==> src/rtl/vga_line_fetch.sv <==
// Purpose: pulls a down-scaled framebuffer one row at a time into a two-bank line buffer and emits pixel colour.
// Latency: colour and syncs follow the timing inputs by 2 cycles; mem_req rises the cycle after a trigger is sampled.
// Backpressure: mem_req holds a stable address until mem_ack; the display never stalls, late rows raise underflow.
module vga_line_fetch #(
  parameter int h_size      = 640,
  parameter int v_line      = 480,
  parameter int scale_log2  = 2,
  parameter int color_width = 8,
  parameter int addr_width  = 16,
  parameter int fb_base     = 0
) (
  input  logic                          clk,
  input  logic                          reset,
  input  logic [$clog2(h_size)-1:0]     h_pixel,
  input  logic [$clog2(v_line)-1:0]     v_pixel,
  input  logic                          h_sync,
  input  logic                          v_sync,
  input  logic                          active,
  output logic                          mem_req,
  output logic [addr_width-1:0]         mem_addr,
  input  logic                          mem_ack,
  input  logic [color_width-1:0]        mem_data,
  output logic [color_width-1:0]        color,
  output logic                          h_sync_out,
  output logic                          v_sync_out,
  output logic                          fetch_busy,
  output logic                          underflow
);

  localparam int fb_w  = h_size >> scale_log2;
  localparam int fb_h  = v_line >> scale_log2;
  localparam int hp_w  = $clog2(h_size);
  localparam int col_w = $clog2(fb_w);
  // One spare code so the all-ones "no row yet" marker never equals a real row.
  localparam int row_w = $clog2(fb_h + 1);

  localparam logic [addr_width-1:0] base_a = addr_width'(fb_base);
  localparam logic [addr_width-1:0] fb_w_a = addr_width'(fb_w);
  localparam logic [row_w-1:0]      last_fetchable = row_w'(fb_h - 1);
  localparam logic [col_w-1:0]      last_col       = col_w'(fb_w - 1);

  typedef enum logic {IDLE, FETCH} state_t;

  state_t                  state_q, state_d;
  logic [row_w-1:0]        row_q, row_d;
  logic [col_w-1:0]        col_q, col_d;
  logic                    pend_vld_q, pend_vld_d;
  logic [row_w-1:0]        pend_row_q, pend_row_d;
  logic [row_w-1:0]        last_row_q, last_row_d;
  logic                    underflow_q, underflow_d;

  logic                    act_d1, hs_d1, vs_d1;
  logic [color_width-1:0]  rd_data;
  logic [color_width-1:0]  line_buf [0:1][0:fb_w-1];

  logic [row_w-1:0]        disp_row;
  logic [hp_w-1:0]         disp_col_full;
  logic [col_w-1:0]        rd_col;
  logic                    vs_fall, row_start, trig, last_ack, wr_en;
  logic [row_w-1:0]        trig_row;

  // Screen position mapped onto framebuffer coordinates; blanking columns read entry 0 (masked later).
  assign disp_row      = row_w'(v_pixel >> scale_log2);
  assign disp_col_full = h_pixel >> scale_log2;
  assign rd_col        = (disp_col_full < hp_w'(fb_w)) ? col_w'(disp_col_full) : '0;

  // Trigger sources: v_sync falling edge against its registered copy, and the first active cycle of a new row.
  assign vs_fall   = vs_d1 & ~v_sync;
  assign row_start = ~vs_fall & active & (disp_row != last_row_q);
  assign trig      = vs_fall | (row_start & (disp_row < last_fetchable));
  assign trig_row  = vs_fall ? '0 : disp_row + row_w'(1);

  assign fetch_busy = (state_q == FETCH);
  assign mem_req    = fetch_busy;
  assign mem_addr   = fetch_busy ? (base_a + addr_width'(row_q) * fb_w_a + addr_width'(col_q)) : '0;
  assign wr_en      = fetch_busy & mem_ack;
  assign last_ack   = wr_en & (col_q == last_col);
  assign underflow  = underflow_q;

  // Line buffer: memory writes land in the bank of the row being fetched; display reads are registered.
  always_ff @(posedge clk) begin
    if (wr_en) line_buf[row_q[0]][col_q] <= mem_data;
    rd_data <= line_buf[disp_row[0]][rd_col];
  end

  // Display pipeline: qualifier and syncs travel alongside the buffer read so colour and syncs stay aligned.
  always_ff @(posedge clk or negedge reset) begin
    if (!reset) begin
      act_d1     <= 1'b0;
      hs_d1      <= 1'b1;
      vs_d1      <= 1'b1;
      color      <= '0;
      h_sync_out <= 1'b1;
      v_sync_out <= 1'b1;
    end else begin
      act_d1     <= active;
      hs_d1      <= h_sync;
      vs_d1      <= v_sync;
      color      <= act_d1 ? rd_data : '0;
      h_sync_out <= hs_d1;
      v_sync_out <= vs_d1;
    end
  end

  // Fetch state register; reset abandons any transfer in flight and forgets queued work.
  always_ff @(posedge clk or negedge reset) begin
    if (!reset) begin
      state_q     <= IDLE;
      row_q       <= '0;
      col_q       <= '0;
      pend_vld_q  <= 1'b0;
      pend_row_q  <= '0;
      last_row_q  <= '1;
      underflow_q <= 1'b0;
    end else begin
      state_q     <= state_d;
      row_q       <= row_d;
      col_q       <= col_d;
      pend_vld_q  <= pend_vld_d;
      pend_row_q  <= pend_row_d;
      last_row_q  <= last_row_d;
      underflow_q <= underflow_d;
    end
  end

  // Next-state: one word per ack; a trigger arriving while busy waits in the single pending slot.
  always_comb begin
    state_d     = state_q;
    row_d       = row_q;
    col_d       = col_q;
    pend_vld_d  = pend_vld_q;
    pend_row_d  = pend_row_q;
    last_row_d  = last_row_q;
    underflow_d = underflow_q;

    if (vs_fall)        last_row_d = '1;
    else if (row_start) last_row_d = disp_row;

    // A row whose final word arrives this very cycle counts as delivered in time.
    if (row_start && ((fetch_busy && (row_q == disp_row) && !last_ack) ||
                      (pend_vld_q && (pend_row_q == disp_row))))
      underflow_d = 1'b1;

    case (state_q)
      IDLE: begin
        if (trig) begin
          state_d = FETCH;
          row_d   = trig_row;
          col_d   = '0;
        end
      end
      FETCH: begin
        if (last_ack) begin
          col_d = '0;
          if (trig) begin
            // The fresh trigger would have overwritten the slot anyway, so it goes straight out.
            row_d      = trig_row;
            pend_vld_d = 1'b0;
          end else if (pend_vld_q) begin
            row_d      = pend_row_q;
            pend_vld_d = 1'b0;
          end else begin
            state_d = IDLE;
          end
        end else begin
          if (mem_ack) col_d = col_q + col_w'(1);
          if (trig) begin
            pend_vld_d = 1'b1;
            pend_row_d = trig_row;
          end
        end
      end
      default: state_d = IDLE;
    endcase
  end

endmodule

==> config.mk <==
export PLATFORM = sky130hd
export DESIGN_NAME = vga_line_fetch
export DESIGN_NICKNAME = d
export VERILOG_FILES = /design/src/rtl/vga_line_fetch.sv
export SDC_FILE = /design/constraint.sdc
export NUM_CORES = 2
export LEC_CHECK = 0
export BUFFER_PORTS_ARGS = -buffer_cell sky130_fd_sc_hd__buf_2
export CAP_MARGIN = 20
export CORE_MARGIN = 2
export CORE_UTILIZATION = 40
export CTS_CLUSTER_DIAMETER = 30
export CTS_CLUSTER_SIZE = 10
export DETAILED_ROUTE_END_ITERATION = 10
export HOLD_SLACK_MARGIN = 0.06
export PLACE_DENSITY = 0.52
export SYNTH_ARGS = -nofsm -noshare
export SYNTH_HDL_FRONTEND = slang
export SYNTH_SLANG_ARGS = --single-unit
==> constraint.sdc <==
create_clock -name clk -period 7.75 [get_ports clk]
set_input_delay 1.1625 -clock clk [delete_from_list [all_inputs] [get_ports clk]]
set_output_delay 1.1625 -clock clk [all_outputs]
set_load 0.03 [all_outputs]
==> impl_metrics.yaml <==
yosys:
  synth_area_per_cell_um2: 18.2
  synth.top_cell.area_share_pct: 74.1
  synth_area_leader_cell: "edfxtp_1"
  synth_most_common_cell: "edfxtp_1"
  synth_edf_count: 2560
  synth_seq_area_share_pct: 75.3
  synth_flop_cell: "edfxtp_1"
  ys_types: 96
  synthArstFlopShare_pct: 1.72
  synth_area_leaders: "edfxtp_1 74%, mux4_2 10%, nor2_1 1.6%"
  synthesis.area_um2: 104000
  synthTopCellsByCount: "2560 x edfxtp_1, 469 x mux4_2, 439 x nor2_1, 438 x nand2_1, 220 x nand3_1"
  syn-num-nets: 5763
  yosysWarnings: 0
  yosys_register_bits: 2613
  synthCells: 5710
critical_path:
  start_kind: "input port"
  crit_path_end_kind: "register"
  crit_arrival_ns: 5.69
  critPathKind: "in2reg"
  crit_required_ns: 8.62
  crit_fanout: 31
pwr:
  power_leakage_nw: 40.8
  power_density_nw_per_um2: 325
  ir_drop_mv: 0.180
  finalPower_w: 0.0410
timing:
  grt_setup_unrepaired: "no"
  setup_viol: 0
  finalCriticalPeriod_ns: 4.82
  timing.final.crit_share_pct: 62.3
  tns_ns: 0
  worst_pin_slew_ns: 1.31
  slew_viol_final: 0
  fin_skew_ns: 0.0835
  relSlewSlack_pct: 13.0
  hold_viol: 0
  max_freq_ghz: 0.207
  timing.hold.ws_ns: 0.290
clock_tree:
  cts_hold_buf: 0
  cts_sinks: 2613
  clock_path_buffers: 4
  cts_tree: "done"
  clkLatencyLatePin_ns: 0.94
  cts_setup_buffers: 0
  cts.htree.levels: 6
  ctsResizeCount: 0
  clk_pin_slew_ns: 0.05
  cts-buffers-inserted: 537
  cts-root-buf: "clkbuf_16"
layout:
  synthToLayoutAreaGrowth_pct: 21.5
  final_cells: 9962
  drive_above_1_share_pct: 24.7
  final_nets: 6181
global_routing:
  antenna_found_initial: 30
  grt_pass1_wl_um: 476000
  grt_use_total_pct: 25.8
  grt_max_degree: 196
  grt_pass1_vias: 59600
  grt_overflow: 0
detailed_routing:
  postRouteWirelength_um: 344000
  drc: 0
  drt-initial-drc-count: 7684
  wl_per_cell_um: 34.5
  viasPerCell: 6.00
  ant_nets: 0
  firstDrtPassIters: 8
  num_vias: 59700
placement:
  post-dp-hpwl_um: 209000
  port_buffers: 56
  placed_cells: 8988
  gp_congestion: 0.873
floorplan:
  initial_utilization_pct: 40.1
  ios: 62
  core-area_um2: 259000
  die_h_um: 513
  chipWidth_um: 513
  dieArea_um2: 264000
  rows: 187
flow_run:
  cap_violations: 0
run_status:
  outcome: "complete, no violations"
worst_hold_path:
  hold_class: "in2async"
[stage by stage]
stage / utilization [%] / instance area [um2] / worst slack [ns]
6_report: 48.7 / 126000 / 2.93
4_1_cts: 48.7 / 126000 / 2.96
5_1_grt: 48.7 / 126000 / 2.76
3_5_place_dp: 41.8 / 108000 / 2.29
2_1_floorplan: - / 104000 / 3.89
3_3_place_gp: 41.8 / 108000 / 2.27
[cells by family after synthesis]
family,after synthesis,share of synthesized area (%)
other cells,1,0.00361
compound gates,680,4.61
fa+ha+maj,20,0.256
buf+inv,369,1.95
xor+xnor,35,0.295
simple gates,1371,5.90
flops,2613,75.3
mux,621,11.7
[worst max-delay path, cell delays in order]
cell and delay [ns]:
buf_2 0.24, buf_4 0.64, nand2_4 0.66, buf_4 0.44
nor2_1 0.84, nand3_1 0.26, a31oi_1 0.21, nor4_1 0.06
nor3_1 0.84, o211a_1 0.26
[state kept, by name, indices dropped and copies added (netlist names), 7 cells and up]
name and flops:
line_buf 2560, col_q 8, color 8, rd_data 8
last_row_q 7, pend_row_q 7, row_q 7
[where the power goes]
group / total [W] / internal [W] / switching (W)
logic: 0.00290 / 0.000753 / 0.00215
clock network: 0.0223 / 0.0147 / 0.00761
registers: 0.0158 / 0.0157 / 0.0000880
total: 0.0410 / 0.0312 / 0.00985
[layer usage]
| metal | wire length (um) | up-vias | GRT usage (%) |
|---|---|---|---|
| li1 | - | 24200 | - |
| met1 | 138000 | 31700 | 35.2 |
| met2 | 159000 | 3212 | 39.6 |
| met3 | 32000 | 670 | 6.25 |
| met4 | 14600 | 20 | 10.9 |
| met5 | 150 | - | 0 |
[cell type report]
cell class	count	area, um2
fill	21600	133000
sequential	2613	78200
multi-input combinational	2728	23800
clock buffer	616	14000
tap	3402	4260
clock inverter	340	3710
timing repair buffer	236	2060
inverter	12	45.0
antenna	15	37.5
[placed cells by master, fill, tap and decap left out, drive strengths merged, types with 53 or more instances in the layout]
cell / netlist / routed
clkbuf: 140 / 616
clkinv: 2 / 218
nand3: 220 / 220
and3: 70 / 70
mux4: 469 / 469
edfxtp: 2560 / 2560
a211oi: 75 / 75
mux2i: 124 / 124
a21oi: 114 / 114
buf: 217 / 236
o22ai: 53 / 53
nand2: 439 / 439
nor2: 442 / 442
o21ai: 103 / 103
[worst paths after layout]
kind,cells after the start,to,start,slack [ns]
setup / recovery,10,rd_data[7]$_DFF_P_,h_pixel[3],2.93
hold / removal,1,act_d1$_DFF_PN0_,reset,0.29
setup reg to reg,3,line_buf[1][332]$_DFFE_PP_,col_q[6]$_DFFE_PN0P_,3.70
hold reg to reg,0,h_sync_out$_DFF_PN1_,hs_d1$_DFF_PN1_,0.35
max in group asynchronous,2,last_row_q[4]$_DFFE_PN1P_,reset,6.53
min in group clk,0,h_sync_out$_DFF_PN1_,hs_d1$_DFF_PN1_,0.35
(Power assumes the default switching activity.)
